[src/rtl/ysyx_22040127_mem_arbiter.sv]
// rtl/ysyx_22040127_mem_arbiter.sv - round-robin arbiter sharing one memory port among NR_REQ requesters
// One outstanding transaction; payload latched at grant, response routed back to the owner only.
module ysyx_22040127_mem_arbiter #(
  parameter int NR_REQ = 4,
  parameter int ID_W   = 2,
  parameter int ADDR_W = 64,
  parameter int DATA_W = 64
) (
  input  logic                         clk,
  input  logic                         rst_n,
  input  logic [NR_REQ-1:0]            req_valid,
  output logic [NR_REQ-1:0]            req_ready,
  input  logic [NR_REQ*ADDR_W-1:0]     req_addr,
  input  logic [NR_REQ-1:0]            req_wen,
  input  logic [NR_REQ*DATA_W-1:0]     req_wdata,
  input  logic [NR_REQ*DATA_W/8-1:0]   req_wmask,
  output logic [NR_REQ-1:0]            resp_valid,
  output logic [DATA_W-1:0]            resp_rdata,
  output logic                         mem_req_valid,
  input  logic                         mem_req_ready,
  output logic [ADDR_W-1:0]            mem_addr,
  output logic                         mem_wen,
  output logic [DATA_W-1:0]            mem_wdata,
  output logic [DATA_W/8-1:0]          mem_wmask,
  input  logic                         mem_resp_valid,
  input  logic [DATA_W-1:0]            mem_rdata,
  output logic [ID_W-1:0]              grant_id,
  output logic                         busy
);

  localparam int MASK_W = DATA_W / 8;

  typedef enum logic [1:0] {
    IDLE  = 2'd0,
    ISSUE = 2'd1,
    WAIT  = 2'd2
  } state_t;

  state_t              state, state_nxt;
  logic [ID_W-1:0]     last_grant;
  logic [ID_W-1:0]     winner;
  logic                found;
  logic                accept;
  logic                done;
  logic [2*NR_REQ-1:0] dbl;
  logic [NR_REQ-1:0]   rot;
  int                  cand;

  // Rotate req_valid so bit 0 is the requester right after last_grant, then take the first set bit.
  always_comb begin
    dbl    = {req_valid, req_valid} >> (int'(last_grant) + 1);
    rot    = dbl[NR_REQ-1:0];
    winner = '0;
    found  = 1'b0;
    cand   = 0;
    for (int k = 0; k < NR_REQ; k++) begin
      if (!found && rot[k]) begin
        found = 1'b1;
        cand  = int'(last_grant) + 1 + k;
        if (cand >= NR_REQ) begin
          cand = cand - NR_REQ;
        end
        winner = cand[ID_W-1:0];
      end
    end
  end

  always_ff @(posedge clk or negedge rst_n) begin
    if (!rst_n) begin
      state <= IDLE;
    end else begin
      state <= state_nxt;
    end
  end

  always_comb begin
    state_nxt = state;
    req_ready = '0;
    accept    = 1'b0;
    done      = 1'b0;
    case (state)
      IDLE: begin
        if (found) begin
          accept            = 1'b1;
          req_ready[winner] = 1'b1;
          state_nxt         = ISSUE;
        end
      end
      ISSUE: begin
        if (mem_req_ready) begin
          if (mem_resp_valid) begin
            done      = 1'b1;
            state_nxt = IDLE;
          end else begin
            state_nxt = WAIT;
          end
        end
      end
      WAIT: begin
        if (mem_resp_valid) begin
          done      = 1'b1;
          state_nxt = IDLE;
        end
      end
      default: state_nxt = IDLE;
    endcase
  end

  always_ff @(posedge clk or negedge rst_n) begin
    if (!rst_n) begin
      last_grant <= ID_W'(NR_REQ - 1);
      grant_id   <= '0;
      mem_addr   <= '0;
      mem_wen    <= 1'b0;
      mem_wdata  <= '0;
      mem_wmask  <= '0;
      resp_valid <= '0;
      resp_rdata <= '0;
    end else begin
      resp_valid <= '0;
      if (accept) begin
        last_grant <= winner;
        grant_id   <= winner;
        mem_addr   <= req_addr[int'(winner)*ADDR_W +: ADDR_W];
        mem_wen    <= req_wen[winner];
        mem_wdata  <= req_wdata[int'(winner)*DATA_W +: DATA_W];
        mem_wmask  <= req_wmask[int'(winner)*MASK_W +: MASK_W];
      end
      if (done) begin
        resp_valid[grant_id] <= 1'b1;
        resp_rdata           <= mem_rdata;
      end
    end
  end

  assign mem_req_valid = (state == ISSUE);
  assign busy          = (state != IDLE);

endmodule

[config.mk]
export PLATFORM = sky130hd
export DESIGN_NAME = ysyx_22040127_mem_arbiter
export DESIGN_NICKNAME = d
export VERILOG_FILES = /design/src/rtl/ysyx_22040127_mem_arbiter.sv
export SDC_FILE = /design/constraint.sdc
export NUM_CORES = 1
export LEC_CHECK = 0
export BUFFER_PORTS_ARGS = -buffer_cell sky130_fd_sc_hd__buf_2
export CORE_AREA = 4 4 322 324
export CTS_BUF_LIST = sky130_fd_sc_hd__clkbuf_4
export DETAILED_ROUTE_END_ITERATION = 12
export DIE_AREA = 0 0 326 328
export PLACE_DENSITY_LB_ADDON = 0.12
export SETUP_SLACK_MARGIN = 0.5
export SLEW_MARGIN = 20
export SYNTH_ARGS = -nofsm -noshare
export SYNTH_HDL_FRONTEND = slang
export SYNTH_SLANG_ARGS = --single-unit
[constraint.sdc]
create_clock -name clk -period 3.1 [get_ports clk]
set_input_delay 0.31 -clock clk [delete_from_list [all_inputs] [get_ports clk]]
set_output_delay 0.31 -clock clk [all_outputs]
set_load 0.02 [all_outputs]
==> metrics.md <==
| Metric | Value |
|---|---|
| Crit path max-delay family | flip-flops |
| Placed insts | about 3100 |
| Initial Util | ~11% |
| TNS Setup | 0 ps |
| First-pass GRT wire length | 107000 um |
| IO Port Bufs | 832 |
| Ys Warns | 0 |
| Routed Antenna Nets | 0 |
| Combinational group share of total power | 57.3% |
| Routed length per instance | 18.9 um |
| Crit-path slowest cell | dfstp_2 |
| Pwr Total | 19.5 mW |
| Post-Layout Cell Count | 3908 |
| CP max FO | 5 |
| Routed WL | 73900 um |
| IO Count | 833 |
| R2R depth | 8 |
| Clock latency on the worst-skew pair | 830 ps |
| Initial antenna violation count | 12 |
| Total clock sinks | 211 |
| Die H | 328 um |
| Post-synthesis average cell area | 12.1 sq um |
| Vias per Instance | 3.71 |
| Post-Syn Area | 11600 sq um |
| Critical Path AT | 2400 ps |
| Clock share of power | 17.3% |
| Vias in the first global route | 17085 |
| Pre-Repair DR Iteration Count | 4 |
| Max cap viols | 0 |
| DRT iter0 DRCs | approximately 350 |
| Count of pins over their slew limit | 0 |
| Clk slew on worst S/H paths | 70 ps |
| Post-DP HPWL | 52300 um |
| Critical Path, Cell by Cell | mux2_4 -> nand2_4 -> o211a_4 -> buf_12 -> buf_16 -> nor2_4 -> buf_6 |
| Fin. Hold Viols | 0 |
| Period utilization | 87.4% |
| CTS Buf Count | a little under 80 |
| Fmax | 369 MHz |
| Min-delay src | req_valid[1] |
| GRT Total Usage | around an eighth |
| Core Box Area | 101000 sq um |
| Synth Net Count | 1584 |
| Internal power | 10.7 mW |
| Largest net degree at the start of global routing | 69 |
| Endpoints failing setup | 0 |
| Register share of total power | 25.5% |
| Fin area | approximately 25000 sq um |
| Global route total overflow | 0 |
| Seq cells post-synth | ~210 |
| Routed via count | 14481 |
| Slack of the critical path | ~400 ps |
| Asr flop ratio synth | 100% |
| Post-place setup slack | 681 ps |
| Root Driver | clkbuf_4 |
| Max_slew headroom | 47.7% |
| Worst Hold Path EP | last_grant[0] |
| DP Area | 17300 sq um |
| Fraction of layout cells with a size suffix above 1 | between 40% and 50% |
| Synthesized instance count | roughly 960 |
| Crit Path Category | flop to output pin |
| Nets | 3106 |
| RR Endpoint | mem_addr[24] |
| Final Skew | 64.2 ps |
| H-tree levels | 3 |
| Final core utilization | between 20% and 30% |
| Power per cell area | 781 nW/um^2 |
| Run status | finished clean |
| FP Rows | 117 |
| Leakage | 12.2 nW |
| FF-to-FF setup slack | 500 ps |
| Sw Ratio | 45.1% |
| Die Wd | between 300 and 400 um |
| Hold Slack | 245 ps |
| R2r startpoint | last_grant[1] |
| Number of flops mapped to enable cells by yosys | 0 |
| DRC viols | 0 |
| TritonCTS clock tree | built |
| Netlist cell types | 33 |
| Hold Path Depth | 6 |
| Max incr delay on CP | 580 ps |
| Syn-to-layout area delta | 115% |
| Switching power | 8.78 mW |
| Crit path launch type | flop |
| Tmin final | 2710 ps |
| VDD IR-drop max | 429 uV |
| Worst setup EP type | output pin |
| RSZ-0062 raised after global routing | true |
| Crit path buf inv count | 3 |
| Top_reg_cell synth | dfrtp_1 |
| Fillers | 10903 |
| Sequential-to-total area share from yosys stat | 45.6% |
| Hold Crit Class | primary input to flop |
| RePlAce Congestion | approximately 0.8 |
| Die area | 107000 sq um |
| Clock Path Buffers | 3 |
| CP required | 2790 ps |
| Tightest Pin Transition | roughly 780 ps |
==> worst max path at each step <==
stage / startpoint / end / slack, ps / cells past startpoint
2_1_floorplan: state[1] / resp_rdata[25] / 1030 / 7
3_3_place_gp: last_grant[1] / mem_addr[2] / 730 / 7
3_5_place_dp: last_grant[1] / mem_addr[2] / 680 / 7
4_1_cts: last_grant[1] / req_ready[1] / 200 / 7
5_1_grt: last_grant[1] / req_ready[1] / 180 / 7
6_report: last_grant[1] / req_ready[3] / 390 / 7
==> routing by layer <==
metal	track usage (%)	part of all wire (%)
met5	0	0.064
met4	5.68	3.8
met3	5.23	8.8
met2	24.9	52
met1	13.1	35
==> registers in the layout (all words and copies together) (netlist names) <==
register / cells
mem_addr: 64
mem_wen: 1
mem_wmask: 8
resp_valid: 4
resp_rdata: 64
grant_id: 2
state: 2
last_grant: 2
mem_wdata: 64
==> final cells by class <==
class	instances	area [sq um]	area share (%)
repair buffers	1525	11300	45.3
multi-input cells	664	5610	22.5
inverters	4	15.0	0.0602
well taps	1368	1710	6.87
clock inverters	16	154	0.617
diodes	10	25.0	0.100
flip-flops and latches	211	5280	21.2
clock buffers	110	826	3.31
==> power by group through the flow <==
stage	registers [mW]	clock network [mW]	logic [mW]
after global placement	4.99	0	10.1
after CTS	4.98	3.61	11.5
after detailed placement	5.00	0	10.2
after global routing	5.12	3.76	12.1
after floorplan	6.49	0	4.79
final	4.96	3.36	11.2
==> synth_stat cells (all sizes together) (3+ instances only) <==
cell type / number / share of area (%)
a21oi: 7 / 0.30
buf: 41 / 4.9
bufbuf: 5 / 0.81
clkbuf: 37 / 1.2
dfrtp: 209 / 45
ha: 3 / 0.32
inv: 4 / 0.13
mux2: 65 / 6.3
mux2i: 274 / 24
nand2: 146 / 4.8
nand2b: 5 / 0.31
nor2: 10 / 0.35
nor2b: 3 / 0.16
o221ai: 137 / 10
==> placed cells by master, fill, tap and decap left out, drive strengths merged, types with 65 or more instances in the layout <==
| master | n |
|---|---|
| o221ai | 137 |
| mux2i | 274 |
| dlygate4sd3 | 620 |
| dfrtp | 209 |
| buf | 901 |
| nand2 | 147 |
| clkbuf | 110 |
| mux2 | 65 |
==> worst reg2reg max path, delay by kind of cell (launching register included) <==
family	cells	cell delay, ps
flops	1	580
buf+inv	3	760
mux	2	630
compound gates	2	350
simple gates	1	70
==> repair_timing <==
action / 4_1_cts / 5_1_grt
gates cloned: 5 / 0
hold buffers: 620 / 1
buffers inserted: 19 / 0
hold endpoints to repair: 379 / 1
pin swaps: 9 / 1
gates resized for setup: 26 / 7
setup endpoints to repair: 4 / 65
==> cell families after synthesis <==
kind of cell               share of synthesized area [%]
muxes                                               30.0
DFF                                                 45.6
and+or+nand+nor                                     6.03
AOI/OAI and AO/OA                                   11.0
buffers and inverters                               7.00
adders and majority gates                          0.324
(Power assumes the default switching activity.)
